## src/rtl/exec_dep_tracker_pkg.sv

```systemverilog
// Shared sizing constants and the per-slot event bundle for the execution dependency tracker.
// Wavefront count and wfid width are global; the VCC counter width default belongs to issue.
package exec_dep_tracker_pkg;

    localparam int GLB_NUM_WF    = 40;
    localparam int GLB_WFID_W    = 6;
    localparam int ISS_VCC_CNT_W = 3;

    typedef struct packed {
        logic inc_vcc;
        logic dec_salu_vcc;
        logic dec_valu_vcc;
        logic set_exec;
        logic set_m0;
        logic set_scc;
        logic clr_exec;
        logic clr_m0;
        logic clr_scc;
    } dep_evt_t;

    function automatic logic wfid_oob(input logic [GLB_WFID_W-1:0] id, input int num_wf);
        return {{(32-GLB_WFID_W){1'b0}}, id} >= $unsigned(num_wf);
    endfunction

endpackage

```

## src/rtl/exec_dep_tracker_dep_slot.sv

```systemverilog
// One wavefront slot: saturating VCC write counter plus EXEC/M0/SCC pending flags.
// Optional o_err (EXEC_DEP_TRACKER_ERR_EN) reports underflow or clearing an already-clear flag.
module dep_slot
    import exec_dep_tracker_pkg::*;
#(
    parameter int CNT_W = ISS_VCC_CNT_W
) (
    input  logic             clk,
    input  logic             rst,
    input  logic             i_init,
    input  dep_evt_t         i_evt,
    output logic [CNT_W-1:0] o_vcc_cnt,
    output logic             o_exec,
    output logic             o_m0,
    output logic             o_scc
`ifdef EXEC_DEP_TRACKER_ERR_EN
    ,
    output logic             o_err
`endif
);

    logic [CNT_W-1:0] r_vcc_cnt;
    logic             r_exec;
    logic             r_m0;
    logic             r_scc;

    logic [CNT_W:0]   w_sum;
    logic [1:0]       w_dec;
    logic [CNT_W-1:0] w_vcc_next;

    // Net delta of one possible increment and up to two decrements, floored at zero.
    always_comb begin
        w_sum      = {1'b0, r_vcc_cnt} + (CNT_W+1)'(i_evt.inc_vcc);
        w_dec      = {1'b0, i_evt.dec_salu_vcc} + {1'b0, i_evt.dec_valu_vcc};
        w_vcc_next = '0;
        if (w_sum >= (CNT_W+1)'(w_dec))
            w_vcc_next = CNT_W'(w_sum - (CNT_W+1)'(w_dec));
    end

    // NOTE: state uses non-blocking assignments so every slot samples the same pre-edge values.
    always_ff @(posedge clk) begin
        if (rst || i_init) begin
            r_vcc_cnt <= '0;
            r_exec    <= 1'b0;
            r_m0      <= 1'b0;
            r_scc     <= 1'b0;
        end else begin
            r_vcc_cnt <= w_vcc_next;
            r_exec    <= i_evt.set_exec | (r_exec & ~i_evt.clr_exec);
            r_m0      <= i_evt.set_m0   | (r_m0   & ~i_evt.clr_m0);
            r_scc     <= i_evt.set_scc  | (r_scc  & ~i_evt.clr_scc);
        end
    end

    assign o_vcc_cnt = r_vcc_cnt;
    assign o_exec    = r_exec;
    assign o_m0      = r_m0;
    assign o_scc     = r_scc;

`ifdef EXEC_DEP_TRACKER_ERR_EN
    assign o_err = (w_sum < (CNT_W+1)'(w_dec))
                 | (i_evt.clr_exec & ~r_exec)
                 | (i_evt.clr_m0   & ~r_m0)
                 | (i_evt.clr_scc  & ~r_scc);
`endif

endmodule

```

## src/rtl/exec_dep_tracker.sv

```systemverilog
// Tracks outstanding VCC/EXEC/M0/SCC writes per wavefront for issue-stage hazard checks.
// Define EXEC_DEP_TRACKER_ERR_EN to build the sticky dep_err protocol checker.
module exec_dep_tracker
    import exec_dep_tracker_pkg::*;
#(
    parameter int NUM_WF    = GLB_NUM_WF,
    parameter int VCC_CNT_W = ISS_VCC_CNT_W
) (
    input  logic                  clk,
    input  logic                  rst,
    input  logic                  issue_valid,
    output logic                  issue_ready,
    input  logic [GLB_WFID_W-1:0] issue_wfid,
    input  logic                  issue_wr_vcc,
    input  logic                  issue_wr_exec,
    input  logic                  issue_wr_m0,
    input  logic                  issue_wr_scc,
    input  logic                  issue_valu,
    input  logic [GLB_WFID_W-1:0] salu_wr_wfid,
    input  logic                  issue_salu_wr_vcc_en,
    input  logic                  issue_salu_wr_exec_en,
    input  logic                  issue_salu_wr_m0_en,
    input  logic                  issue_salu_wr_scc_en,
    input  logic                  issue_valu_wr_vcc_en,
    input  logic [GLB_WFID_W-1:0] issue_valu_wr_vcc_wfid,
    input  logic                  fetch_init_wf_en,
    input  logic [GLB_WFID_W-1:0] fetch_init_wf_id,
    output logic [NUM_WF-1:0]     vcc_pending,
    output logic [NUM_WF-1:0]     exec_pending,
    output logic [NUM_WF-1:0]     m0_pending,
    output logic [NUM_WF-1:0]     scc_pending,
    output logic                  dep_err
);

    logic              w_accept;
    logic [NUM_WF-1:0] w_sat;
    logic [NUM_WF-1:0] w_iss_sel;
    logic              w_unused_valu;
`ifdef EXEC_DEP_TRACKER_ERR_EN
    logic [NUM_WF-1:0] w_slot_err;
`endif

    // One counter covers both retire paths, so the VCC write source is not needed here.
    assign w_unused_valu = issue_valu;

    assign issue_ready = !(issue_wr_vcc && |(w_sat & w_iss_sel));
    assign w_accept    = issue_valid && issue_ready;

    for (genvar w = 0; w < NUM_WF; w++) begin : g_slot
        localparam logic [GLB_WFID_W-1:0] ID = GLB_WFID_W'(w);

        logic                 w_iss_hit;
        logic                 w_salu_hit;
        logic                 w_valu_hit;
        logic                 w_init_hit;
        dep_evt_t             w_evt;
        logic [VCC_CNT_W-1:0] w_cnt;

        // Out-of-range wfids never equal a slot index, so they drop out here.
        assign w_iss_hit  = w_accept && (issue_wfid == ID);
        assign w_salu_hit = (salu_wr_wfid == ID);
        assign w_valu_hit = issue_valu_wr_vcc_en && (issue_valu_wr_vcc_wfid == ID);
        assign w_init_hit = fetch_init_wf_en && (fetch_init_wf_id == ID);

        assign w_evt = '{
            inc_vcc:      w_iss_hit && issue_wr_vcc,
            dec_salu_vcc: w_salu_hit && issue_salu_wr_vcc_en,
            dec_valu_vcc: w_valu_hit,
            set_exec:     w_iss_hit && issue_wr_exec,
            set_m0:       w_iss_hit && issue_wr_m0,
            set_scc:      w_iss_hit && issue_wr_scc,
            clr_exec:     w_salu_hit && issue_salu_wr_exec_en,
            clr_m0:       w_salu_hit && issue_salu_wr_m0_en,
            clr_scc:      w_salu_hit && issue_salu_wr_scc_en
        };

        dep_slot #(
            .CNT_W (VCC_CNT_W)
        ) u_slot (
            .clk       (clk),
            .rst       (rst),
            .i_init    (w_init_hit),
            .i_evt     (w_evt),
            .o_vcc_cnt (w_cnt),
            .o_exec    (exec_pending[w]),
            .o_m0      (m0_pending[w]),
            .o_scc     (scc_pending[w])
`ifdef EXEC_DEP_TRACKER_ERR_EN
            ,
            .o_err     (w_slot_err[w])
`endif
        );

        assign vcc_pending[w] = |w_cnt;
        assign w_sat[w]       = &w_cnt;
        assign w_iss_sel[w]   = (issue_wfid == ID);
    end

`ifdef EXEC_DEP_TRACKER_ERR_EN
    logic r_dep_err;
    logic w_oob;

    assign w_oob = (w_accept && wfid_oob(issue_wfid, NUM_WF))
                || ((issue_salu_wr_vcc_en || issue_salu_wr_exec_en ||
                     issue_salu_wr_m0_en  || issue_salu_wr_scc_en) &&
                    wfid_oob(salu_wr_wfid, NUM_WF))
                || (issue_valu_wr_vcc_en && wfid_oob(issue_valu_wr_vcc_wfid, NUM_WF))
                || (fetch_init_wf_en && wfid_oob(fetch_init_wf_id, NUM_WF));

    always_ff @(posedge clk) begin
        if (rst)
            r_dep_err <= 1'b0;
        else if (w_oob || (|w_slot_err))
            r_dep_err <= 1'b1;
    end

    assign dep_err = r_dep_err;
`else
    assign dep_err = 1'b0;
`endif

endmodule

```

## config.mk

```make
export PLATFORM = sky130hd
export DESIGN_NAME = exec_dep_tracker
export DESIGN_NICKNAME = d
export VERILOG_FILES = /design/src/rtl/exec_dep_tracker_pkg.sv /design/src/rtl/exec_dep_tracker_dep_slot.sv /design/src/rtl/exec_dep_tracker.sv
export SDC_FILE = /design/constraint.sdc
export NUM_CORES = 1
export LEC_CHECK = 0
export CAP_MARGIN = 5
export CORE_ASPECT_RATIO = 0.5
export CORE_MARGIN = 10
export CORE_UTILIZATION = 52
export DETAILED_ROUTE_END_ITERATION = 8
export GPL_TIMING_DRIVEN = 0
export PLACE_DENSITY = 0.78
export SLEW_MARGIN = 20
export SYNTH_ARGS = -nofsm -noshare
export SYNTH_HDL_FRONTEND = slang
export SYNTH_SLANG_ARGS = --single-unit
```

## constraint.sdc

```tcl
create_clock -name clk -period 4.75 [get_ports clk]
set_clock_uncertainty 0.1 [all_clocks]
set_input_delay 1.1875 -clock clk [delete_from_list [all_inputs] [get_ports clk]]
set_output_delay 1.1875 -clock clk [all_outputs]
set_load 0.01 [all_outputs]
```

# [Yosys cells after proc, flatten, opt, wreduce, memory -nomap -nowiden]
# Cells that the tools add are included.
[word_totals] ff_bits=240 inputBits=38 out_inout_bits=162 wordCells=1485
[op_classes] n_addsub=120 order_cmp=40 n_eq_ne=156 n_bitwise=401 n_reduce_logical=608
[ops] cell="logical AND 1 bit" n=442
[ops] cell="== test 6 x 5 -> 1 bit, second input constant" n=64
[ops] cell="== test 6 x 4 -> 1 bit, second input constant" n=32
[ops] cell="== test 6 bit, second input constant" n=32
[ops] cell="adder 3 x 1 -> 4 bit" n=40
[ops] cell=">= comparator 4 x 2 -> 1 bit" n=40
[ops] cell="NOT 1 bit" n=160
[ops] cell="AND 1 bit" n=120
[ops] cell="OR 1 bit" n=120
[ops] cell="AND reduction 3 bit" n=40
[ops] cell="OR reduction 3 bit" n=40
[ops] cell="subtractor 3 x 2 -> 3 bit" n=40
[ops] cell="== test 6 x 3 -> 1 bit, second input constant" n=16
[ops] cell="adder 1 x 1 -> 2 bit" n=40
[ops] cell="OR reduction 2 bit" n=40
[ops] cell="== test 6 x 2 -> 1 bit, second input constant" n=8
[ops] cell="AND 40 bit" n=1
[ops] cell="logical OR 1 bit" n=40
[ops] cell="OR reduction 40 bit" n=1
[ops] cell="== test 6 x 1 -> 1 bit, second input constant" n=4
[ops] cell="logical NOT 6 bit" n=4
[ops] cell="logical NOT 1 bit" n=1

# [Depth between registers and ports, before layout]
# Gate-level depths: netlist (run 1).
[depth] depth_word=12 ltp_mapped=21 depth_no_buf=16

# [Cells and area by module]
# Synthesis (run 1) repeated with hierarchy kept, for this count alone.
[hier_totals] cells_unflattened=2240 area_unflattened_um2=17319.1
[by_module_without_submodules] mod="dep_slot" instances=40 cells_each=36 area_per_inst_um2=327.8 seq_area_each_um2=120.1
[by_module_without_submodules] mod="exec_dep_tracker" instances=1 cells_each=800 area_per_inst_um2=4206.5 seq_area_each_um2=0.0

# [Least setup slack after synthesis (run 1)]
# No wires, ideal clock.
[synth_timing] path_type="input to register" from="input port issue_wfid[3]" to="register g_slot[7].u_slot.r_vcc_cnt[2]" setup_ps=115 t_arrival_ps=4430 required_time_ps=4535 setup_slack_ps=105 path_stages=16 path_buffers=3 path_cell_list="buf_2 -> nor4bb_1 -> nand4_1 -> a31oi_1 -> o31a_1 -> nor4_4 -> a21oi_1 -> buf_2 -> buf_2 -> nor2_1 -> ha_1 -> ha_1 -> fa_1 -> xor2_1 -> xnor2_1 -> and2_1"
[synth_via] elab_chain_cells=12 word_cells_on_any_way=52 cone_classes="add/sub: 2; order compare: 1; eq/ne: 39; bitwise: 2; reduce/logical: 8"
[synth_rtl] item="start, declared" line="exec_dep_tracker.sv:13" rtl="input logic [GLB_WFID_W-1:0] issue_wfid,"
[synth_rtl] item="== test 6 x 1 -> 1 bit (tied with other cells)" line="exec_dep_tracker.sv:96" rtl="assign w_iss_sel[w] = (issue_wfid == ID);"
[synth_rtl] item="AND 40 bit" line="exec_dep_tracker.sv:46" rtl="assign issue_ready = !(issue_wr_vcc && |(w_sat & w_iss_sel));"
[synth_rtl] item="OR reduction 40 bit" line="exec_dep_tracker.sv:46"
[synth_rtl] item="logical AND 1 bit" line="exec_dep_tracker.sv:46"
[synth_rtl] item="logical NOT 1 bit" line="exec_dep_tracker.sv:46"
[synth_rtl] item="logical AND 1 bit" line="exec_dep_tracker.sv:47" rtl="assign w_accept = issue_valid && issue_ready;"
[synth_rtl] item="logical AND 1 bit *" line="exec_dep_tracker.sv:60" rtl="assign w_iss_hit = w_accept && (issue_wfid == ID);"
[synth_rtl] item="logical AND 1 bit *" line="exec_dep_tracker.sv:66" rtl="inc_vcc: w_iss_hit && issue_wr_vcc,"
[synth_rtl] item="adder 3 x 1 -> 4 bit *" line="exec_dep_tracker_dep_slot.sv:33" rtl="w_sum = {1'b0, r_vcc_cnt} + (CNT_W+1)'(i_evt.inc_vcc);"
[synth_rtl] item=">= comparator 4 x 2 -> 1 bit" line="exec_dep_tracker_dep_slot.sv:36" rtl="if (w_sum >= (CNT_W+1)'(w_dec))"
[synth_rtl] item="NOT 1 bit (no source line)"
[synth_rtl] item="OR reduction 2 bit (no source line)"
[synth_rtl] item="end signal, assigned" line="exec_dep_tracker_dep_slot.sv:48" rtl="r_vcc_cnt <= w_vcc_next;"
[synth_rtl] item="end, declared" line="exec_dep_tracker_dep_slot.sv:22" rtl="logic [CNT_W-1:0] r_vcc_cnt;"
# Every way passes the cells marked *; elsewhere a longest branch is shown, timed or not.
# A chain may end at the register's enable or synchronous reset.

# [Final worst setup path (run 1)]
[layout_timing] from="input port issue_wfid[1]" to="output port issue_ready"
[layout_via] elab_chain_cells=5 word_cells_on_any_way=44 cone_classes="eq/ne: 39; bitwise: 1; reduce/logical: 4"
[layout_rtl] item="== test 6 x 1 -> 1 bit (tied with other cells)" line="exec_dep_tracker.sv:96"
[layout_rtl] item="AND 40 bit *" line="exec_dep_tracker.sv:46"
[layout_rtl] item="OR reduction 40 bit *" line="exec_dep_tracker.sv:46"
[layout_rtl] item="logical AND 1 bit *" line="exec_dep_tracker.sv:46"
[layout_rtl] item="logical NOT 1 bit *" line="exec_dep_tracker.sv:46"
[layout_rtl] item="end, declared" line="exec_dep_tracker.sv:12" rtl="output logic issue_ready,"
# Marked as above.

==> impl_metrics.env, run 1 <==
export IMPL_status="finished, violations left"
export IMPL_violations_in_the_final_reports="negative setup slack"
export IMPL_die_h_um=146
export IMPL_clk_latency_ps=550
export IMPL_layout_commonest_cell="sky130_fd_sc_hd__dfxtp_1"
export IMPL_pwr_density_cell_nw_per_um2=223
export IMPL_setup_worst_path_start_class="input port"
export IMPL_timing_final_crit_period_ps=4770
export IMPL_fillers=2692
export IMPL_synth_fp_nets=2326
export IMPL_cts_inserted_buffers=24
export IMPL_dieArea_sq_um=39800
export IMPL_critPathMaxFanout=6
export IMPL_worst_slew_pin_slew_ps=1020
export IMPL_worst_r2r_cell_count=15
export IMPL_routed_wirelength_um=57200
export IMPL_buffer_ports_inserted=191
export IMPL_drt_antenna_violating_nets=0
export IMPL_finalNetCount=2571
export IMPL_setup_viol=1
export IMPL_synth_seq_area_share_pct=29.0
export IMPL_floorplan_die_width_um=272
export IMPL_dominantRegCellSynth="sky130_fd_sc_hd__dfxtp_1"
export IMPL_route_detailed_wl_per_inst_um=20.9
export IMPL_finalNonFillerCells=2740
export IMPL_hold_path_end="g_slot[14].u_slot.o_scc"
export IMPL_grt_usage_pct=27.2
export IMPL_grt_antenna_before_repair=1
export IMPL_placed_cell_area_sq_um=19100
export IMPL_synthesis_instances=2048
export IMPL_synthesis_yosys_warnings=0
export IMPL_grt_remaining_overflow=0
export IMPL_fin_area_sq_um=20500
export IMPL_multi_input_comb_area_sq_um=10400
export IMPL_max_slew_margin_rel_pct=31.8
export IMPL_worst_hold_startpoint="g_slot[14].u_slot.o_scc"
export IMPL_timing_hold_worst_path_depth=2
export IMPL_timing_final_crit_share_pct=101
export IMPL_tritoncts="done"
export IMPL_io_pin_count=200
export IMPL_max_freq_mhz=209
export IMPL_vdd_ir_drop_worst_v=0.000237
export IMPL_critPathKind="in2out"
export IMPL_critical_register_to_register_path_startpoint="g_slot[25].u_slot.o_vcc_cnt[2]"
export IMPL_register_to_register_setup_slack_ps=930
export IMPL_placeableCoreArea_sq_um=31500
export IMPL_drv_slew=0
export IMPL_worst_endpoint_arrival_ps=3490
export IMPL_reg_to_reg_critical_path_endpoint="g_slot[11].u_slot.o_vcc_cnt[1]"
export IMPL_route_detailed_drc=0
export IMPL_netlist_area_pre_place_sq_um=16600
export IMPL_core_rows=46
export IMPL_final_critical_path_setup_slack_ps=-24.4
export IMPL_postCtsHoldBufs=0
export IMPL_h_tree_levels=1
export IMPL_final_layout_size_suffix_gt1_share_pct=12.2
export IMPL_clock_sink_count=240
export IMPL_sequential_cell_area_sq_um=4800
export IMPL_dp_cells=2674
export IMPL_grt_pass1_vias=15400
export IMPL_initial_core_util_pct=52.5
export IMPL_max_cap_violations=0
export IMPL_required_time_at_the_endpoint_of_the_critical_path_ps=3460
export IMPL_detailedRoute_firstPassIterationCount=6
export IMPL_end_kind="output pin"
export IMPL_detail_route_vias_per_cell=5.94
export IMPL_pre_cts_ws_ps=-1750
export IMPL_maximum_number_of_pins_on_one_net_before_global_route_repair=20
export IMPL_clockBufferDepth=3
export IMPL_totalPowerFinal_mw=4.56
export IMPL_gp_routability_congestion=1.04
export IMPL_first_pass_grt_wire_length_um=86000
export IMPL_avgSynthCellArea_sq_um=8.09
export IMPL_hold_class="reg2reg"
export IMPL_async_reset_ff_share_pct=0
export IMPL_synth_edf_count=0
export IMPL_clock_tree_root_cell="sky130_fd_sc_hd__clkbuf_16"
export IMPL_finalHoldViolations=0
export IMPL_static_leakage_power_nw=8.41
export IMPL_synth_seq_cells=240
export IMPL_via_count=16300
export IMPL_layout_common_cells="240 x sky130_fd_sc_hd__dfxtp_1, 225 x sky130_fd_sc_hd__nor2_1, 211 x sky130_fd_sc_hd__nand2_1"
export IMPL_utilization_pct=64.9
export IMPL_drt_iter0_drc=2211
export IMPL_area_growth_syn_to_layout_pct=23.7
export IMPL_ys_types=53
export IMPL_detailedPlacementHpwl_um=43600
export IMPL_worst_setup_hold_path_clk_slew_ps=70
what timing repair did:
action	4_1_cts	5_1_grt
buffers inserted	17	11
setup endpoints to repair	121	110
gates resized for setup	55	88
endpoints found under the hold margin	0	0
pin swaps	8	18
layout make-up:
class / instances / share of cell area (%)
timing repair buffer: 222 / 10.7
clock inverter: 6 / 0.269
multi-input combinational: 1488 / 50.8
sequential: 240 / 23.5
clock buffer: 34 / 3.46
tap: 432 / 2.64
buffer: 194 / 6.43
antenna: 1 / 0.0122
inverter: 123 / 2.25
Yosys cell counts, types with 2 or more instances:
master / n / area, sq um
sky130_fd_sc_hd__dfxtp_1: 240 / 4800
sky130_fd_sc_hd__nor2_1: 227 / 852
sky130_fd_sc_hd__nand2_1: 211 / 792
sky130_fd_sc_hd__ha_1: 200 / 2500
sky130_fd_sc_hd__o21ai_0: 138 / 691
sky130_fd_sc_hd__buf_4: 125 / 938
sky130_fd_sc_hd__inv_1: 123 / 462
sky130_fd_sc_hd__nand3_1: 110 / 551
sky130_fd_sc_hd__a21oi_1: 96 / 480
sky130_fd_sc_hd__o211ai_1: 93 / 698
sky130_fd_sc_hd__xnor2_1: 64 / 561
sky130_fd_sc_hd__clkbuf_1: 54 / 203
sky130_fd_sc_hd__fa_1: 40 / 801
sky130_fd_sc_hd__or3_1: 40 / 250
sky130_fd_sc_hd__nand4_1: 33 / 206
sky130_fd_sc_hd__and2_1: 27 / 169
sky130_fd_sc_hd__and3_1: 27 / 169
sky130_fd_sc_hd__o22ai_1: 27 / 169
sky130_fd_sc_hd__o31ai_1: 25 / 188
sky130_fd_sc_hd__nor3_1: 24 / 120
sky130_fd_sc_hd__nor2b_1: 19 / 119
sky130_fd_sc_hd__xor2_1: 16 / 140
sky130_fd_sc_hd__buf_2: 14 / 70.1
sky130_fd_sc_hd__a21o_1: 9 / 67.6
sky130_fd_sc_hd__nand2b_1: 5 / 31.3
sky130_fd_sc_hd__nor4bb_1: 5 / 50.1
sky130_fd_sc_hd__a31oi_1: 4 / 25.0
sky130_fd_sc_hd__and3b_1: 4 / 35.0
sky130_fd_sc_hd__and4_1: 4 / 35.0
sky130_fd_sc_hd__and4b_1: 4 / 40.0
sky130_fd_sc_hd__nand3b_1: 4 / 30.0
sky130_fd_sc_hd__nand4b_1: 4 / 35.0
sky130_fd_sc_hd__nor4_1: 4 / 25.0
sky130_fd_sc_hd__clkbuf_2: 3 / 15.0
sky130_fd_sc_hd__nor3b_1: 3 / 22.5
sky130_fd_sc_hd__nor4b_1: 3 / 26.3
sky130_fd_sc_hd__nor4b_2: 2 / 30.0
sky130_fd_sc_hd__or2_2: 2 / 12.5
flip-flops by register name, summed over array words and instances (netlist names):
name,count
g_slot.u_slot.o_m0,40
g_slot.u_slot.o_vcc_cnt,120
g_slot.u_slot.o_exec,40
g_slot.u_slot.o_scc,40
logic make-up after synthesis:
kind of cell / after synthesis / synth area share [%]
adder cells (fa/ha/maj): 240 / 19.9
AO/OA/AOI/OAI: 402 / 14.5
flip-flops: 240 / 29.0
other: 1 / 0.0226
XOR/XNOR: 80 / 4.23
buffers and inverters: 320 / 10.3
AND/OR/NAND/NOR: 765 / 22.0
power breakdown:
part / leakage (nW) / switching, mW / internal (mW) / total (mW)
registers: 1.94 / 0.0200 / 2.03 / 2.05
logic: 6.09 / 0.368 / 0.188 / 0.557
clock network: 0.382 / 0.864 / 1.09 / 1.95
total: 8.41 / 1.25 / 3.31 / 4.56
how the worst max path moves through the flow:
stage,start,endpoint,slack (ps),depth (start not counted)
after global routing,issue_wfid[1],g_slot[27].u_slot.o_vcc_cnt[2],-40,20
after detailed placement,issue_wfid[5],issue_ready,-1750,12
after floorplan,issue_wfid[3],g_slot[7].u_slot.o_vcc_cnt[2],110,16
after global placement,issue_wfid[0],issue_ready,-2250,11
after CTS,issue_wfid[0],issue_ready,-100,12
final,issue_wfid[1],issue_ready,-20,13
metrics by stage:
stage / TNS [ps] / hold slack [ps]
2_1_floorplan: 0 / 363
3_3_place_gp: -313450 / 377
3_5_place_dp: -200990 / 383
4_1_cts: -96.5 / 391
5_1_grt: -229 / 414
6_report: -24.4 / 394
critical path, stage by stage:
cell and delay, ps:
sky130_fd_sc_hd__buf_12 90, sky130_fd_sc_hd__buf_6 110, sky130_fd_sc_hd__nor4bb_4 350, sky130_fd_sc_hd__clkbuf_8 200, sky130_fd_sc_hd__nand4_1 220, sky130_fd_sc_hd__a31oi_2 310, sky130_fd_sc_hd__o31a_1 240, sky130_fd_sc_hd__nor4_4 80
sky130_fd_sc_hd__buf_4 150, sky130_fd_sc_hd__a21boi_4 210, sky130_fd_sc_hd__buf_12 160, sky130_fd_sc_hd__inv_1 50, sky130_fd_sc_hd__buf_6 110
layer usage:
metal / wire length, um / vias to the layer above / track usage [%]
li1: - / 7476 / -
met2: 26000 / 973 / 44.7
met4: 2520 / 0 / 10.8
met1: 22100 / 7665 / 33.7
met3: 6570 / 160 / 6.62
met5: 0 / - / 0
(Power assumes the default switching activity.)
==> run 2: changes to the inputs <==
--- a/config.mk
+++ b/config.mk
@@ -9,6 +9,7 @@
 export CORE_ASPECT_RATIO = 0.5
 export CORE_MARGIN = 10
 export CORE_UTILIZATION = 52
+export CTS_CLUSTER_SIZE = 25
 export DETAILED_ROUTE_END_ITERATION = 8
 export GPL_TIMING_DRIVEN = 0
 export PLACE_DENSITY = 0.78
==> results of run 2 <==
No change in the layout: final DEF, timing and power equal those of run 1.
==> run 3: changes to the inputs <==
--- a/config.mk
+++ b/config.mk
@@ -13,7 +13,7 @@
 export DETAILED_ROUTE_END_ITERATION = 8
 export GPL_TIMING_DRIVEN = 0
 export PLACE_DENSITY = 0.78
-export SLEW_MARGIN = 20
+export SLEW_MARGIN = 5
 export SYNTH_ARGS = -nofsm -noshare
 export SYNTH_HDL_FRONTEND = slang
 export SYNTH_SLANG_ARGS = --single-unit
==> run 3 against run 2 <==
The flow now finishes without violations. Utilization down 0.27 points. Worst hold slack worse by 1.5 ps. Worst setup slack better by 33 ps. Design area down 0.42%. Fmax up 0.70%. Die area unchanged. Via count down 0.14%. Critical endpoint unchanged. Largest power group unchanged.
==> impl_metrics.env, run 3 (synthesis gave the netlist of run 1 again) <==
export IMPL_static_leakage_power_nw=8.37
export IMPL_vdd_ir_drop_worst_v=0.000238
export IMPL_swShare_pct=27.8
export IMPL_grt_pass1_vias=15300
export IMPL_fin_area_sq_um=20400
export IMPL_setup_viol=0
export IMPL_rsz_0062_raised_after_global_routing="yes"
export IMPL_final_layout_size_suffix_gt1_share_pct=12.0
export IMPL_worst_endpoint_arrival_ps=3450
export IMPL_launching_instance_or_port_of_the_critical_path="issue_wfid[0]"
export IMPL_timing_final_crit_period_ps=4740
export IMPL_clk_latency_ps=540
export IMPL_sequential_cell_area_sq_um=4800
export IMPL_cts_inserted_buffers=23
export IMPL_initial_core_util_pct=52.5
export IMPL_detail_route_vias_per_cell=5.94
export IMPL_hold_class="reg2reg"
export IMPL_placed_cell_area_sq_um=19100
export IMPL_setup_worst_path_start_class="input port"
export IMPL_tritoncts="done"
export IMPL_maximum_number_of_pins_on_one_net_before_global_route_repair=20
export IMPL_multi_input_comb_area_sq_um=10400
export IMPL_first_pass_grt_wire_length_um=85600
export IMPL_finalSetupTns_ps=0
export IMPL_critPathMaxFanout=10
export IMPL_timing_final_crit_share_pct=99.8
export IMPL_pre_cts_ws_ps=-1760
export IMPL_worst_slew_pin_slew_ps=1050
export IMPL_grt_usage_pct=27.1
export IMPL_detailedPlacementHpwl_um=43600
export IMPL_dieArea_sq_um=39800
export IMPL_layout_commonest_cell="sky130_fd_sc_hd__dfxtp_1"
export IMPL_clockBufferDepth=3
export IMPL_critPathKind="in2out"
export IMPL_max_freq_mhz=211
export IMPL_drv_slew=0
export IMPL_finalNetCount=2566
export IMPL_placeableCoreArea_sq_um=31500
export IMPL_h_tree_levels=1
export IMPL_largest_register_ff_count=120
export IMPL_floorplan_die_width_um=272
export IMPL_via_count=16300
export IMPL_buffer_ports_inserted=191
export IMPL_detailedRoute_firstPassIterationCount=6
export IMPL_p_clk_share_pct=43.1
export IMPL_end_kind="output pin"
export IMPL_comb_power_share_pct=12.0
export IMPL_gr_max_usage_layer="met2"
export IMPL_switchingPower_mw=1.27
export IMPL_core_rows=46
export IMPL_max_slew_margin_rel_pct=29.9
export IMPL_fillers=2688
export IMPL_postCtsHoldBufs=0
export IMPL_die_h_um=146
export IMPL_grt_antenna_before_repair=1
export IMPL_route_detailed_wl_per_inst_um=20.9
export IMPL_pwr_density_cell_nw_per_um2=224
export IMPL_clock_sink_count=240
export IMPL_required_time_at_the_endpoint_of_the_critical_path_ps=3460
export IMPL_worst_hold_startpoint="g_slot[14].u_slot.o_m0"
export IMPL_routed_wirelength_um=57100
export IMPL_max_cap_violations=0
export IMPL_area_growth_syn_to_layout_pct=23.2
export IMPL_grt_remaining_overflow=0
export IMPL_global_route_usage_met1_pct=34.0
export IMPL_gr_usage_met3_pct=6.18
export IMPL_route_detailed_drc=0
export IMPL_layout_common_cells="240 x sky130_fd_sc_hd__dfxtp_1, 225 x sky130_fd_sc_hd__nor2_1, 211 x sky130_fd_sc_hd__nand2_1"
export IMPL_status="finished, final reports clean"
export IMPL_worst_setup_hold_path_clk_slew_ps=70
export IMPL_critical_register_to_register_path_startpoint="g_slot[5].u_slot.o_vcc_cnt[1]"
export IMPL_grt_met2_usage_pct=45.2
export IMPL_finalHoldViolations=0
export IMPL_final_critical_path_setup_slack_ps=8.69
export IMPL_gp_routability_congestion=1.04
export IMPL_drt_antenna_violating_nets=0
export IMPL_io_pin_count=200
export IMPL_clock_tree_root_cell="sky130_fd_sc_hd__clkbuf_16"
export IMPL_p_int_mw=3.30
export IMPL_seq_power_share_pct=44.9
export IMPL_drt_iter0_drc=2270
==> run 3: critical path, cell delays in order <==
cell and delay [ps]:
sky130_fd_sc_hd__buf_2 170, sky130_fd_sc_hd__buf_8 170, sky130_fd_sc_hd__nor4bb_4 280, sky130_fd_sc_hd__buf_4 200, sky130_fd_sc_hd__nand4_1 220, sky130_fd_sc_hd__a31oi_2 350
sky130_fd_sc_hd__o31a_1 240, sky130_fd_sc_hd__nor4_4 80, sky130_fd_sc_hd__a21boi_2 230, sky130_fd_sc_hd__buf_8 160, sky130_fd_sc_hd__inv_1 40, sky130_fd_sc_hd__clkbuf_2 120
==> run 3: area by class of cell <==
class | instances | area share, %
plain buffers | 194 | 6.45
well taps | 432 | 2.65
inverters | 123 | 2.26
multi-input cells | 1488 | 50.8
diodes | 1 | 0.0123
clock inverters | 11 | 0.589
flip-flops and latches | 240 | 23.6
clock buffers | 30 | 3.20
repair buffers | 218 | 10.5
==> run 3: worst paths after layout <==
path / to / cells past startpoint / slack (ps)
hold / removal: g_slot[14].u_slot.o_m0 / 2 / 390
setup / recovery: issue_ready / 12 / 9
setup reg to reg: g_slot[14].u_slot.o_vcc_cnt[0] / 15 / 990
hold reg to reg: g_slot[14].u_slot.o_m0 / 2 / 390
==> run 3: repair_timing <==
item	in CTS	in global routing
gates resized for setup	56	69
hold endpoints to repair	0	0
setup endpoints to repair	121	111
pin swaps	8	12
cloned	0	1
setup buffers	15	9
==> run 3: layer usage <==
| metal | wire length (um) | part of all wire (%) |
|---|---|---|
| met2 | 26000 | 46 |
| met5 | 11 | 0.019 |
| met3 | 6650 | 12 |
| met4 | 2380 | 4.2 |
| met1 | 22100 | 39 |
==> run 3: stage by stage <==
stage | hold slack, ps | utilization (%) | std cells | power, mW
floorplan | 363 | - | 2048 | 2.36
global placement | 377 | 60.3 | 2671 | 2.57
detailed placement | 383 | 60.4 | 2674 | 2.58
CTS | 392 | 63.7 | 2727 | 4.51
global route | 420 | 64.7 | 2737 | 4.67
finish | 393 | 64.7 | 2737 | 4.57
==> run 3: power groups by stage <==
| stage | Combinational, mW | Sequential [mW] | Clock [mW] |
|---|---|---|---|
| 3_5_place_dp | 0.481 | 2.10 | 0 |
| 3_3_place_gp | 0.473 | 2.10 | 0 |
| 4_1_cts | 0.502 | 2.05 | 1.96 |
| 6_report | 0.548 | 2.05 | 1.97 |
| 2_1_floorplan | 0.265 | 2.09 | 0 |
| 5_1_grt | 0.575 | 2.05 | 2.04 |
